### config.mk
export PLATFORM = sky130hd
export DESIGN_NAME = horner_stream_arbiter
export DESIGN_NICKNAME = d
export VERILOG_FILES = /design/src/rtl/horner_stream_arbiter.sv
export SDC_FILE = /design/constraint.sdc
export NUM_CORES = 1
export LEC_CHECK = 0
export ABC_AREA = 1
export ABC_CLOCK_PERIOD_IN_PS = 4800
export BUFFER_PORTS_ARGS = -buffer_cell sky130_fd_sc_hd__buf_2
export CORE_MARGIN = 3
export CORE_UTILIZATION = 45
export CTS_CLUSTER_SIZE = 24
export DETAILED_ROUTE_END_ITERATION = 16
export PLACE_DENSITY = 0.89
export SLEW_MARGIN = 25
export SYNTH_ARGS = -nofsm -noshare
export SYNTH_HDL_FRONTEND = slang
export SYNTH_SLANG_ARGS = --single-unit
### constraint.sdc
create_clock -name aclk -period 4.8 [get_ports aclk]
set_input_delay 0.72 -clock aclk [delete_from_list [all_inputs] [get_ports aclk]]
set_output_delay 0.72 -clock aclk [all_outputs]
set_load 0.01 [all_outputs]
### src/rtl/horner_stream_arbiter.sv
// -----------------------------------------------------------------------------
// horner_stream_arbiter
//
// Packet-granular round-robin arbiter that lets two AXI-Stream producers share
// one 64-bit slave input. Ownership is locked from the first beat to tlast, so
// packets never interleave. Each outgoing beat carries its source ID. The block
// also keeps per-source packet counters and cuts off runaway packets at
// MAX_BEATS: the forwarded part gets a forced tlast, and the rest is drained.
//
// Ports
//   aclk, aresetn            clock, synchronous active-low reset
//   s0_* / s1_*              producer streams (tdata, tvalid, tlast, tready)
//   m_*                      stream to the core (tdata, tvalid, tlast, tready)
//   m_tid                    current owner; meaningful while m_tvalid
//   busy                     high while a packet is granted or being drained
//   pkt_cnt0 / pkt_cnt1      completed packets per source, wrapping
//   err_overlen / err_clr    sticky overlength flag and its clear
// -----------------------------------------------------------------------------
module horner_stream_arbiter #(
   parameter int unsigned DATA_WIDTH = 64,
   parameter int unsigned MAX_BEATS  = 256,
   parameter int unsigned CNT_WIDTH  = 16
) (
   input  logic                  aclk,
   input  logic                  aresetn,
   input  logic [DATA_WIDTH-1:0] s0_tdata,
   input  logic                  s0_tvalid,
   input  logic                  s0_tlast,
   output logic                  s0_tready,
   input  logic [DATA_WIDTH-1:0] s1_tdata,
   input  logic                  s1_tvalid,
   input  logic                  s1_tlast,
   output logic                  s1_tready,
   output logic [DATA_WIDTH-1:0] m_tdata,
   output logic                  m_tvalid,
   output logic                  m_tlast,
   input  logic                  m_tready,
   output logic                  m_tid,
   output logic                  busy,
   output logic [CNT_WIDTH-1:0]  pkt_cnt0,
   output logic [CNT_WIDTH-1:0]  pkt_cnt1,
   output logic                  err_overlen,
   input  logic                  err_clr
);

   localparam int unsigned       BEAT_W    = $clog2(MAX_BEATS);
   localparam logic [BEAT_W-1:0] BEAT_LAST = BEAT_W'(MAX_BEATS - 1);

   localparam logic [1:0] ST_IDLE  = 2'd0;
   localparam logic [1:0] ST_GRANT = 2'd1;
   localparam logic [1:0] ST_DRAIN = 2'd2;

   logic [1:0]           r_state;
   logic                 r_owner;
   logic                 r_ptr;
   logic [BEAT_W-1:0]    r_beat_cnt;
   logic [CNT_WIDTH-1:0] r_pkt_cnt0;
   logic [CNT_WIDTH-1:0] r_pkt_cnt1;
   logic                 r_err;

   logic [DATA_WIDTH-1:0] w_own_tdata;
   logic                  w_own_tvalid;
   logic                  w_own_tlast;
   logic                  w_at_limit;
   logic                  w_hs;
   logic                  w_overlen;

   assign w_own_tdata  = r_owner ? s1_tdata  : s0_tdata;
   assign w_own_tvalid = r_owner ? s1_tvalid : s0_tvalid;
   assign w_own_tlast  = r_owner ? s1_tlast  : s0_tlast;
   assign w_at_limit   = (r_beat_cnt == BEAT_LAST);
   assign w_hs         = (r_state == ST_GRANT) & w_own_tvalid & m_tready;
   // A real tlast on the limit beat is a normal completion, not an error.
   assign w_overlen    = w_hs & ~w_own_tlast & w_at_limit;

   assign pkt_cnt0    = r_pkt_cnt0;
   assign pkt_cnt1    = r_pkt_cnt1;
   assign err_overlen = r_err;

   // Handshake outputs are gated by aresetn so they read as idle while reset is held.
   always_comb begin
      s0_tready = 1'b0;
      s1_tready = 1'b0;
      m_tvalid  = 1'b0;
      m_tlast   = 1'b0;
      m_tdata   = w_own_tdata;
      m_tid     = r_owner & aresetn;
      busy      = aresetn & (r_state != ST_IDLE);
      if (aresetn) begin
         case (r_state)
            ST_GRANT: begin
               m_tvalid  = w_own_tvalid;
               m_tlast   = w_own_tlast | w_at_limit;
               s0_tready = ~r_owner & m_tready;
               s1_tready = r_owner & m_tready;
            end
            ST_DRAIN: begin
               // Swallow the remainder of a truncated packet.
               s0_tready = ~r_owner;
               s1_tready = r_owner;
            end
            default: ;
         endcase
      end
   end

   always_ff @(posedge aclk) begin
      if (!aresetn) begin
         r_state    <= ST_IDLE;
         r_owner    <= 1'b0;
         r_ptr      <= 1'b0;
         r_beat_cnt <= '0;
         r_pkt_cnt0 <= '0;
         r_pkt_cnt1 <= '0;
         r_err      <= 1'b0;
      end else begin
         // Set has priority over clear.
         if (w_overlen) begin
            r_err <= 1'b1;
         end else if (err_clr) begin
            r_err <= 1'b0;
         end

         case (r_state)
            ST_IDLE: begin
               if (s0_tvalid | s1_tvalid) begin
                  r_owner <= (s0_tvalid & s1_tvalid) ? r_ptr : s1_tvalid;
                  r_state <= ST_GRANT;
               end
            end
            ST_GRANT: begin
               if (w_hs) begin
                  if (w_own_tlast || w_at_limit) begin
                     if (r_owner) begin
                        r_pkt_cnt1 <= r_pkt_cnt1 + CNT_WIDTH'(1);
                     end else begin
                        r_pkt_cnt0 <= r_pkt_cnt0 + CNT_WIDTH'(1);
                     end
                     r_beat_cnt <= '0;
                  end else begin
                     r_beat_cnt <= r_beat_cnt + BEAT_W'(1);
                  end
                  if (w_own_tlast) begin
                     r_ptr   <= ~r_owner;
                     r_state <= ST_IDLE;
                  end else if (w_at_limit) begin
                     r_state <= ST_DRAIN;
                  end
               end
            end
            ST_DRAIN: begin
               if (w_own_tvalid && w_own_tlast) begin
                  r_ptr   <= ~r_owner;
                  r_state <= ST_IDLE;
               end
            end
            default: begin
               r_state <= ST_IDLE;
            end
         endcase
      end
   end

endmodule

==> impl_results.md <==
* Distinct cell type count of the synthesized netlist at 29
* Die Y at 95.6 um
* Mapped Nets at 776
* Final cell count without fillers at 961
* VDD IR max at 0.000118 V
* Fmax achieved at 300 MHz
* Setup violators final at 0
* Post_cts resized at 0
* Layout cell share with drive strength beyond 1 at 35.0%
* Max-cap violations at 0
* GR Layer Usage met2 at 44.0%
* Count of yosys warnings during synthesis at 0
* Worst R2R Setup Slack at 1940 ps
* Max Fanout on Critical Path at 70
* Final Hold Fails at 0
* Area growth syn-to-layout at 35.8%
* Sequential share of power at 34.2%
* Switching Fraction at 42.6%
* TritonRoute pass-1 iters at 5
* Total GRT Usage at 27.2%
* First-pass GRT wire length at slightly below 20000 um
* Drt initial violations at 234
* Postcts setup bufs at 0
* P_int at approximately 0.70 mW
* Worst path cell trace: clkinv_4, nand2_1, nand2_2, inv_2, nand2_4, inv_1, nor3_1, buf_2
* I/O Buffers at 238
* Core region area at 7770 um2
* Post-synthesis sequential area ratio at ~25%
* Hold Crit Class: reg -> reg
* Per-cell routed wire length at 13.6 um
* CTS Buffer Depth at 2
* Max-Slew Margin vs Limit at roughly half
* Power density over the cells at 250 nW/um2
* Starting density of the core at 46.5%
* Initial antenna violation count at 3
* Vias per cell at roughly 4.9
* Setup TNS at 0 ps
* Global routing usage on met3 at slightly below 5%
* Cell count of the worst hold path at 2
* Ports at 239
* Max-slew violation total from the final report at 0
* Setup CP Type: reg -> out
* Final worst-path cycle share at a little over two thirds
* Worst skew pair latency at 290 ps
* Crit path DAT at 2610 ps
* Largest net degree at the start of global routing at 71
* Routability congestion estimate from global placement at 0.952
* Mean Syn Cell Area at 5.70 um2
* CP max stage cell: dfxtp_2
* # nets final at 999
* Min Tclk post-route at between 3000 and 4000 ps
* Grt met1 use at around 36%
* Clock sink total at 45
* Register bit total from synthesis at 45
* Part of the power in combinational logic at roughly 48%
* Outcome: finished, final reports clean
* CTS tree: yes
* Clock power frac at 17.8%
* Most common cell after layout, fill and taps aside: nand2_1
* Cell Count Post-Placement at roughly 950
* Busiest metal layer after global routing: met2
* Crit end category: primary output
* Die width at 95.6 um
* CTS H-tree lvls at 2
* Pre-CTS setup slack at 1800 ps
* Root buffer cell: clkbuf_8
* Number of global-route vias before repair at between 3000 and 4000
* Crit start category: register
* Remaining DRCs at 0
* RSZ-0062 raised after global routing: no
* Gr ovfl total at 0
* Cell Area, Synth at 3610 um2
* Slew at the pin closest to its max-slew limit at 768 ps
* Detail Route Antenna Nets at 0
* Rows at 32
* Worst reg2reg path depth at 9
* Leakage power at 2.58 nW
* Commonest cells after routing, fill and taps aside: nand2_1, buf_2, nor2_1
* Die Footprint at 9140 um2
* Slack of the critical path at 1470 ps
* Req. time, crit path at between 4000 and 5000 ps
* Cts bufs inserted at 5
* CP peak stage delay at approximately 840 ps
* NetSw at 0.523 mW
* Fin util at 63.2%
* Final WL at 13100 um
* CTS hold repair buffers at 0
* Clk_skew at 6.69 ps
* Clock-pin slew on the worst setup and hold paths at ~80 ps
* Synthesized instance count at 634
* DP HPWL at ~10000 um
* DR vias at 4709
## logic make-up after synthesis
logic type / Yosys count / share of synthesized area [%]
flops: 45 / 24.9
buf+inv: 64 / 7.86
xor+xnor: 16 / 3.88
compound gates: 49 / 9.04
fa+ha+maj: 6 / 2.08
simple gates: 454 / 52.2
## cells in the mapped netlist
master	number	area (um2)
clkinv_2	2	10.0
buf_1	4	15.0
xor2_1	12	105
a21oi_2	20	175
nand2_2	22	138
or2_2	1	6.26
o211ai_1	1	7.51
nor2_1	53	199
o21bai_1	1	7.51
nand3_4	3	52.6
clkinv_1	1	3.75
clkbuf_1	14	52.6
clkinv_4	2	17.5
buf_4	2	15.0
nor3_1	3	15.0
nand3_1	20	100
ha_1	6	75.1
dfxtp_1	45	901
inv_1	34	128
buf_6	3	33.8
a21oi_1	19	95.1
nand4_1	16	100
inv_2	1	3.75
xnor2_1	4	35.0
buf_2	1	5.00
nand2_4	2	22.5
nand2_1	334	1250
o21ai_0	7	35.0
o22ai_1	1	6.26
## worst max-delay path: cells and delay by family, from the launching register on
kind / cells / cell delay (ps)
buffers and inverters: 4 / 1010
flip-flops: 1 / 840
AND/OR/NAND/NOR: 4 / 460
## power groups by stage
stage          combinational (mW)  clock, mW  sequential, mW
6_report                    0.589      0.219           0.420
5_1_grt                     0.661      0.237           0.425
4_1_cts                     0.589      0.225           0.419
3_5_place_dp                0.587          0           0.428
3_3_place_gp                0.585          0           0.428
2_1_floorplan               0.373          0           0.404
## registers in the layout, summed over array words and instances (netlist names)
register and flops:
pkt_cnt0 16, r_state 2, err_overlen 1, r_ptr 1
r_beat_cnt 8, pkt_cnt1 16, r_owner 1
## area by class of cell
| class | count | area (um2) |
|---|---|---|
| Multi-Input combinational cell | 525 | 2430 |
| Inverter | 40 | 163 |
| Clock buffer | 5 | 68.8 |
| Tap cell | 102 | 128 |
| Sequential cell | 45 | 902 |
| Clock inverter | 1 | 5.00 |
| Timing Repair Buffer | 240 | 1210 |
| Fill cell | 740 | 2860 |
| Antenna cell | 3 | 7.51 |
## metal layers
| layer | wire length (um) | vias up | share of wire, % |
|---|---|---|---|
| met5 | 0 | - | 0 |
| met3 | 1080 | 27 | 8.2 |
| met2 | 6180 | 198 | 47 |
| met4 | 319 | 0 | 2.4 |
| li1 | - | 2414 | - |
| met1 | 5490 | 2070 | 42 |
## stage by stage
step | hold slack [ps] | area [um2] | power (mW)
after detailed placement | 455 | 4830 | 1.01
after global placement | 452 | 4830 | 1.01
after floorplan | 439 | 3610 | 0.777
after global routing | 522 | 4910 | 1.32
final | 468 | 4910 | 1.23
after CTS | 467 | 4900 | 1.23
## final timing paths
path / startpoint / to
max reg2reg: r_owner / pkt_cnt0[15]
max: r_owner / m_tlast
min: r_ptr / r_ptr
min reg2reg: r_ptr / r_ptr
No activity file was read; power rests on OpenSTA's default activity.
